--- src/rtl/dark_bus_arbiter.sv ---
// ---------------------------------------------------------------------------
// dark_bus_arbiter
//
// Shares one slave port between NM bus masters. An idle arbiter picks a
// winner at the clock edge (fixed priority or round robin), registers the
// one-hot grant and passes the owner's request through to the slave
// combinationally until the slave completes, the owner withdraws, or the
// optional wait timeout fires. Each grant is followed by exactly one idle
// cycle before the next arbitration.
//
// Ports
//   clk       in   1         clock, rising edge
//   res       in   1         asynchronous active-low reset
//   m_en      in   NM        per-master request, held until its m_valid
//   m_rw      in   NM        per-master direction, 1 = write
//   m_addr    in   NM*AW     per-master address, master i in slice i
//   m_wdata   in   NM*DW     per-master write data
//   m_be      in   NM*DW/8   per-master byte enables
//   m_valid   out  NM        per-master completion pulse
//   m_err     out  NM        per-master timeout flag (only with m_valid)
//   m_rdata   out  DW        shared read data, zero unless m_valid is set
//   s_en      out  1         slave request
//   s_rw      out  1         slave direction
//   s_addr    out  AW        slave address
//   s_wdata   out  DW        slave write data
//   s_be      out  DW/8      slave byte enables
//   s_valid   in   1         slave completion pulse
//   s_rdata   in   DW        slave read data
//   grant     out  NM        one-hot current owner, zero when idle
// ---------------------------------------------------------------------------
module dark_bus_arbiter #(
    parameter int NM      = 2,
    parameter int AW      = 32,
    parameter int DW      = 32,
    parameter int MODE    = 0,
    parameter int TIMEOUT = 255
) (
    input  logic                   clk,
    input  logic                   res,
    input  logic [NM-1:0]          m_en,
    input  logic [NM-1:0]          m_rw,
    input  logic [NM*AW-1:0]       m_addr,
    input  logic [NM*DW-1:0]       m_wdata,
    input  logic [NM*(DW/8)-1:0]   m_be,
    output logic [NM-1:0]          m_valid,
    output logic [NM-1:0]          m_err,
    output logic [DW-1:0]          m_rdata,
    output logic                   s_en,
    output logic                   s_rw,
    output logic [AW-1:0]          s_addr,
    output logic [DW-1:0]          s_wdata,
    output logic [DW/8-1:0]        s_be,
    input  logic                   s_valid,
    input  logic [DW-1:0]          s_rdata,
    output logic [NM-1:0]          grant
);

    localparam int BW     = DW / 8;
    localparam int IW     = (NM > 1) ? $clog2(NM) : 1;
    localparam int CW_RAW = $clog2(TIMEOUT + 1);
    localparam int CW     = (CW_RAW < 1) ? 1 : CW_RAW;

    localparam logic [CW-1:0] CNT_MAX  = '1;
    localparam logic [CW-1:0] CNT_LAST = (TIMEOUT > 0) ? CW'(TIMEOUT - 1) : '0;
    // Round robin starts searching at (NM-1)+1 = 0, so master 0 wins first.
    localparam logic [IW-1:0] LAST_RST = IW'(NM - 1);

    typedef enum logic {
        ST_IDLE = 1'b0,
        ST_BUSY = 1'b1
    } state_e;

    state_e          state_q, state_d;
    logic [NM-1:0]   grant_q, grant_d;
    logic [IW-1:0]   gidx_q,  gidx_d;   // binary index of the current owner
    logic [IW-1:0]   last_q,  last_d;   // most recent winner, for round robin
    logic [CW-1:0]   cnt_q,   cnt_d;    // slave wait cycles in this grant

    logic            win_found;
    logic [IW-1:0]   win_idx;
    logic            g_en;
    logic            timeout_hit;

    // -----------------------------------------------------------------------
    // Winner selection. Both loops scan from the least preferred candidate
    // to the most preferred one so the last hit is the winner.
    // -----------------------------------------------------------------------
    always_comb begin
        // NOTE: every variable written here gets a default first; a path that
        // leaves one unassigned would infer a latch.
        win_found = 1'b0;
        win_idx   = '0;
        if (MODE == 0) begin
            for (int i = NM - 1; i >= 0; i--) begin
                if (m_en[i]) begin
                    win_found = 1'b1;
                    win_idx   = IW'(i);
                end
            end
        end else begin
            for (int k = NM; k >= 1; k--) begin
                if (m_en[(int'(last_q) + k) % NM]) begin
                    win_found = 1'b1;
                    win_idx   = IW'((int'(last_q) + k) % NM);
                end
            end
        end
    end

    assign g_en        = m_en[gidx_q];
    assign timeout_hit = (TIMEOUT > 0) && (cnt_q == CNT_LAST);

    // -----------------------------------------------------------------------
    // Next state and outputs
    // -----------------------------------------------------------------------
    always_comb begin
        state_d = state_q;
        grant_d = grant_q;
        gidx_d  = gidx_q;
        last_d  = last_q;
        cnt_d   = cnt_q;

        m_valid = '0;
        m_err   = '0;
        m_rdata = '0;
        s_en    = 1'b0;
        s_rw    = 1'b0;
        s_addr  = '0;
        s_wdata = '0;
        s_be    = '0;

        unique case (state_q)
            ST_IDLE: begin
                if (win_found) begin
                    state_d = ST_BUSY;
                    grant_d = NM'(1) << win_idx;
                    gidx_d  = win_idx;
                    last_d  = win_idx;
                    cnt_d   = '0;
                end
            end

            ST_BUSY: begin
                s_en    = g_en;
                s_rw    = m_rw[gidx_q];
                s_addr  = m_addr[gidx_q*AW +: AW];
                s_wdata = m_wdata[gidx_q*DW +: DW];
                s_be    = m_be[gidx_q*BW +: BW];

                // Slave completion outranks both abort and timeout.
                if (s_valid) begin
                    m_valid = grant_q;
                    m_rdata = s_rdata;
                    state_d = ST_IDLE;
                    grant_d = '0;
                end else if (!g_en) begin
                    // Owner withdrew: s_en already follows m_en low, no reply.
                    state_d = ST_IDLE;
                    grant_d = '0;
                end else if (timeout_hit) begin
                    m_valid = grant_q;
                    m_err   = grant_q;
                    s_en    = 1'b0;
                    state_d = ST_IDLE;
                    grant_d = '0;
                end else if (cnt_q != CNT_MAX) begin
                    cnt_d = cnt_q + 1'b1;
                end
            end

            default: begin
                state_d = ST_IDLE;
                grant_d = '0;
            end
        endcase
    end

    assign grant = grant_q;

    // -----------------------------------------------------------------------
    // State registers
    // -----------------------------------------------------------------------
    always_ff @(posedge clk or negedge res) begin
        if (!res) begin
            state_q <= ST_IDLE;
            grant_q <= '0;
            gidx_q  <= '0;
            last_q  <= LAST_RST;
            cnt_q   <= '0;
        end else begin
            // NOTE: non-blocking assignments let every register sample the
            // pre-edge values, independent of statement order.
            state_q <= state_d;
            grant_q <= grant_d;
            gidx_q  <= gidx_d;
            last_q  <= last_d;
            cnt_q   <= cnt_d;
        end
    end

endmodule

--- config.mk ---
export PLATFORM = sky130hd
export DESIGN_NAME = dark_bus_arbiter
export DESIGN_NICKNAME = d
export VERILOG_FILES = /design/src/rtl/dark_bus_arbiter.sv
export SDC_FILE = /design/constraint.sdc
export NUM_CORES = 1
export LEC_CHECK = 0
export BUFFER_PORTS_ARGS = -buffer_cell sky130_fd_sc_hd__buf_4
export CAP_MARGIN = 20
export CORE_AREA = 2 2 109 111
export DETAILED_ROUTE_END_ITERATION = 8
export DIE_AREA = 0 0 111 113
export GPL_TIMING_DRIVEN = 0
export SYNTH_ARGS = -nofsm -noshare
export SYNTH_HDL_FRONTEND = slang
export SYNTH_SLANG_ARGS = --single-unit
--- constraint.sdc ---
create_clock -name clk -period 2.05 [get_ports clk]
set_input_delay 0.41 -clock clk [delete_from_list [all_inputs] [get_ports clk]]
set_output_delay 0.41 -clock clk [all_outputs]
set_load 0.02 [all_outputs]
==> flow_summary.yaml <==
outcome:
  violations: "setup timing"
  status: "finished with violations"
clocking:
  cts_root_buf: "clkbuf_16"
  clock_path_buffers: 2
  h-tree-depth: 1
  cts_buffers: 3
  cts_tree: "yes"
  clk_latency_ns: 0.24
  cts.sinks: 12
  cts_hold_buf: 0
  path_clk_slew_ns: 0.04
yosys:
  netlist_area_mm2: 0.00201
  synthDistinctLibCells: 31
  ys_ff_latch: 12
  synth.avg_cell_area_um2: 7.16
  post-synth-top-area-cell: "mux2i_1"
  yosysWarnings: 0
  synth_top_area_frac: 0.348
  yosys-top-cells-area: "mux2i_1, dfrtp_1, nor2_1, and3_1, clkbuf_1"
  synth_seq_area_share: 0.149
  syn_nets: 458
  synthCells: 281
route:
  ant_nets: 0
  drtIter0Drc: 70
  drt-wirelength-per-cell_um: 16.0
  drtPass1Iterations: 4
  detail_route.vias_per_cell: 4.55
  num_vias: 3244
  drc: 0
  drt_wl_total_mm: 11.4
place:
  hpwlAfterDp_mm: 9.86
  gp_congestion: 0.861
  numPortBuffers: 282
  place_ws_ns: -0.255
global_route:
  grt_max_degree: 15
  grt_pass1_vias: 3248
  grt_antenna_before_repair: 0
  track_usage: 0.169
  gr-total-overflow: 0
  grt_pass1_wl_mm: 17.2
pwr:
  ir_drop_v: 0.000417
  leakage_uw: 0.00252
  power_uw: 4180
  p_per_area_mw_per_mm2: 930
worst_hold_path:
  min_path_type: "in2async"
timing:
  maxSlewHeadroom: 0.642
  fin_crit_sh: 1.03
  slew_viol_final: 0
  rsz0062_at_grt: "true"
  finalCriticalPeriod_ns: 2.11
  fmax_mhz: 475
  hold_viol: 0
  skew_ns: 0.00169
  tightest_slew_ns: 0.534
  final-setup-viol-count: 5
  postLayoutSetupSlackWorst_ns: -0.0558
  fin_setup_tns_ns: -0.228
floorplanning:
  die_h_um: 113
  chipWidth_um: 111
  rows: 39
  dieArea_mm2: 0.0125
  core_area_mm2: 0.0113
  pin_count: 283
  initial_core_util: 0.178
run:
  cap_viol_max_count: 0
setup_path:
  critPathLaunch: "cnt_q[0]"
  r2r_setup_slack_ns: 0.39
  end_kind: "primary output"
  crit_required_ns: 1.64
  arrival_ns: 1.70
  startpoint_type: "flip-flop"
  crit-reg2reg-launch: "cnt_q[0]"
  path_max_fanout: 5
  critical_path_class: "reg2out"
  reg2regPathDepth: 6
final_layout:
  nNetsFinal: 748
  mostFrequentLayoutCells: "buf_4, nor2_1, mux2i_1"
  fill_cells: 1163
  final_common_cell: "buf_4"
  drive_above_1_share: 0.571
  areaGrowthSynthToFinish_pct: 123
sequential cells by signal, indices dropped and copies added (netlist names):
signal and flops:
state_q 1, cnt_q 8, grant 2, gidx_q 1
logic make-up after synthesis:
family,count (synthesis),share of synthesized area
buffers and inverters,29,0.0616
multiplexers,71,0.356
AND/OR/NAND/NOR,143,0.344
flip-flops,12,0.149
AO/OA/AOI/OAI,24,0.0765
adder cells (fa/ha/maj),2,0.0124
layout make-up:
cell class,instances,area [um^2],area share
diodes,1,2.50,0.000557
inverters,4,15.0,0.00334
clock buffers,3,75.1,0.0167
plain buffers,23,116,0.0259
multi-input cells,240,1630,0.364
well taps,143,179,0.0398
repair buffers,287,2170,0.482
flip-flops and latches,12,305,0.0679
power breakdown:
group	leakage, uW	internal, uW	switching [uW]
Clock	0.0000370	254	98.2
Combinational	0.00233	1530	1920
Sequential	0.000149	310	64.8
worst max-delay path, stage by stage (launching register included):
cell,delay [ns]
dfrtp_2,0.40
inv_2,0.07
ha_4,0.13
inv_2,0.03
or3_4,0.41
o21ai_4,0.16
and2_4,0.16
buf_6,0.11
per-layer routing:
metal  vias up  part of all wire  track usage
li1       1568                 -            -
met1      1484              0.38        0.194
met2       180              0.52        0.324
met3        12             0.083       0.0391
met4         0             0.020       0.0300
met5         -                 0            0
cell usage after synthesis:
| master | number |
|---|---|
| nor2_1 | 76 |
| a2bb2oi_1 | 1 |
| o22a_1 | 1 |
| o311ai_0 | 2 |
| inv_1 | 3 |
| o41a_1 | 1 |
| inv_2 | 1 |
| nor3_2 | 1 |
| and2_1 | 4 |
| or4_1 | 3 |
| o211ai_1 | 4 |
| nor2b_1 | 1 |
| o21ai_0 | 7 |
| buf_4 | 1 |
| mux2_4 | 1 |
| buf_2 | 9 |
| nand3_1 | 7 |
| dfrtp_1 | 12 |
| mux2i_1 | 70 |
| a21oi_1 | 7 |
| clkbuf_1 | 15 |
| nand3b_2 | 1 |
| nand3_2 | 1 |
| nor3b_1 | 1 |
| ha_1 | 2 |
| and3_1 | 33 |
| nor4_1 | 1 |
| o31ai_1 | 1 |
| nand2_1 | 11 |
| or3_1 | 2 |
| nor4_2 | 1 |
what timing repair did:
action                                  in CTS  in global routing
pin swaps                                    3                  0
buffers inserted                             5                  0
resized for setup                           22                 11
endpoints found under the setup margin      56                 28
final timing paths:
kind | to
max | m_valid[1]
min reg2reg | cnt_q[7]
min | cnt_q[7]
min in group clk | gidx_q
max reg2reg | cnt_q[5]
max in group asynchronous | cnt_q[0]
stage by stage:
stage / util / cell area (um^2) / hold WS [ns] / std cells
3_5_place_dp: 0.382 / 4310 / 0.261 / 706
5_1_grt: 0.398 / 4490 / 0.0208 / 712
6_report: 0.399 / 4490 / 0.00548 / 713
2_1_floorplan: - / 2010 / 0.114 / 281
4_1_cts: 0.397 / 4470 / 0.00990 / 712
3_3_place_gp: 0.382 / 4310 / 0.262 / 706
(Power assumes the default switching activity.)
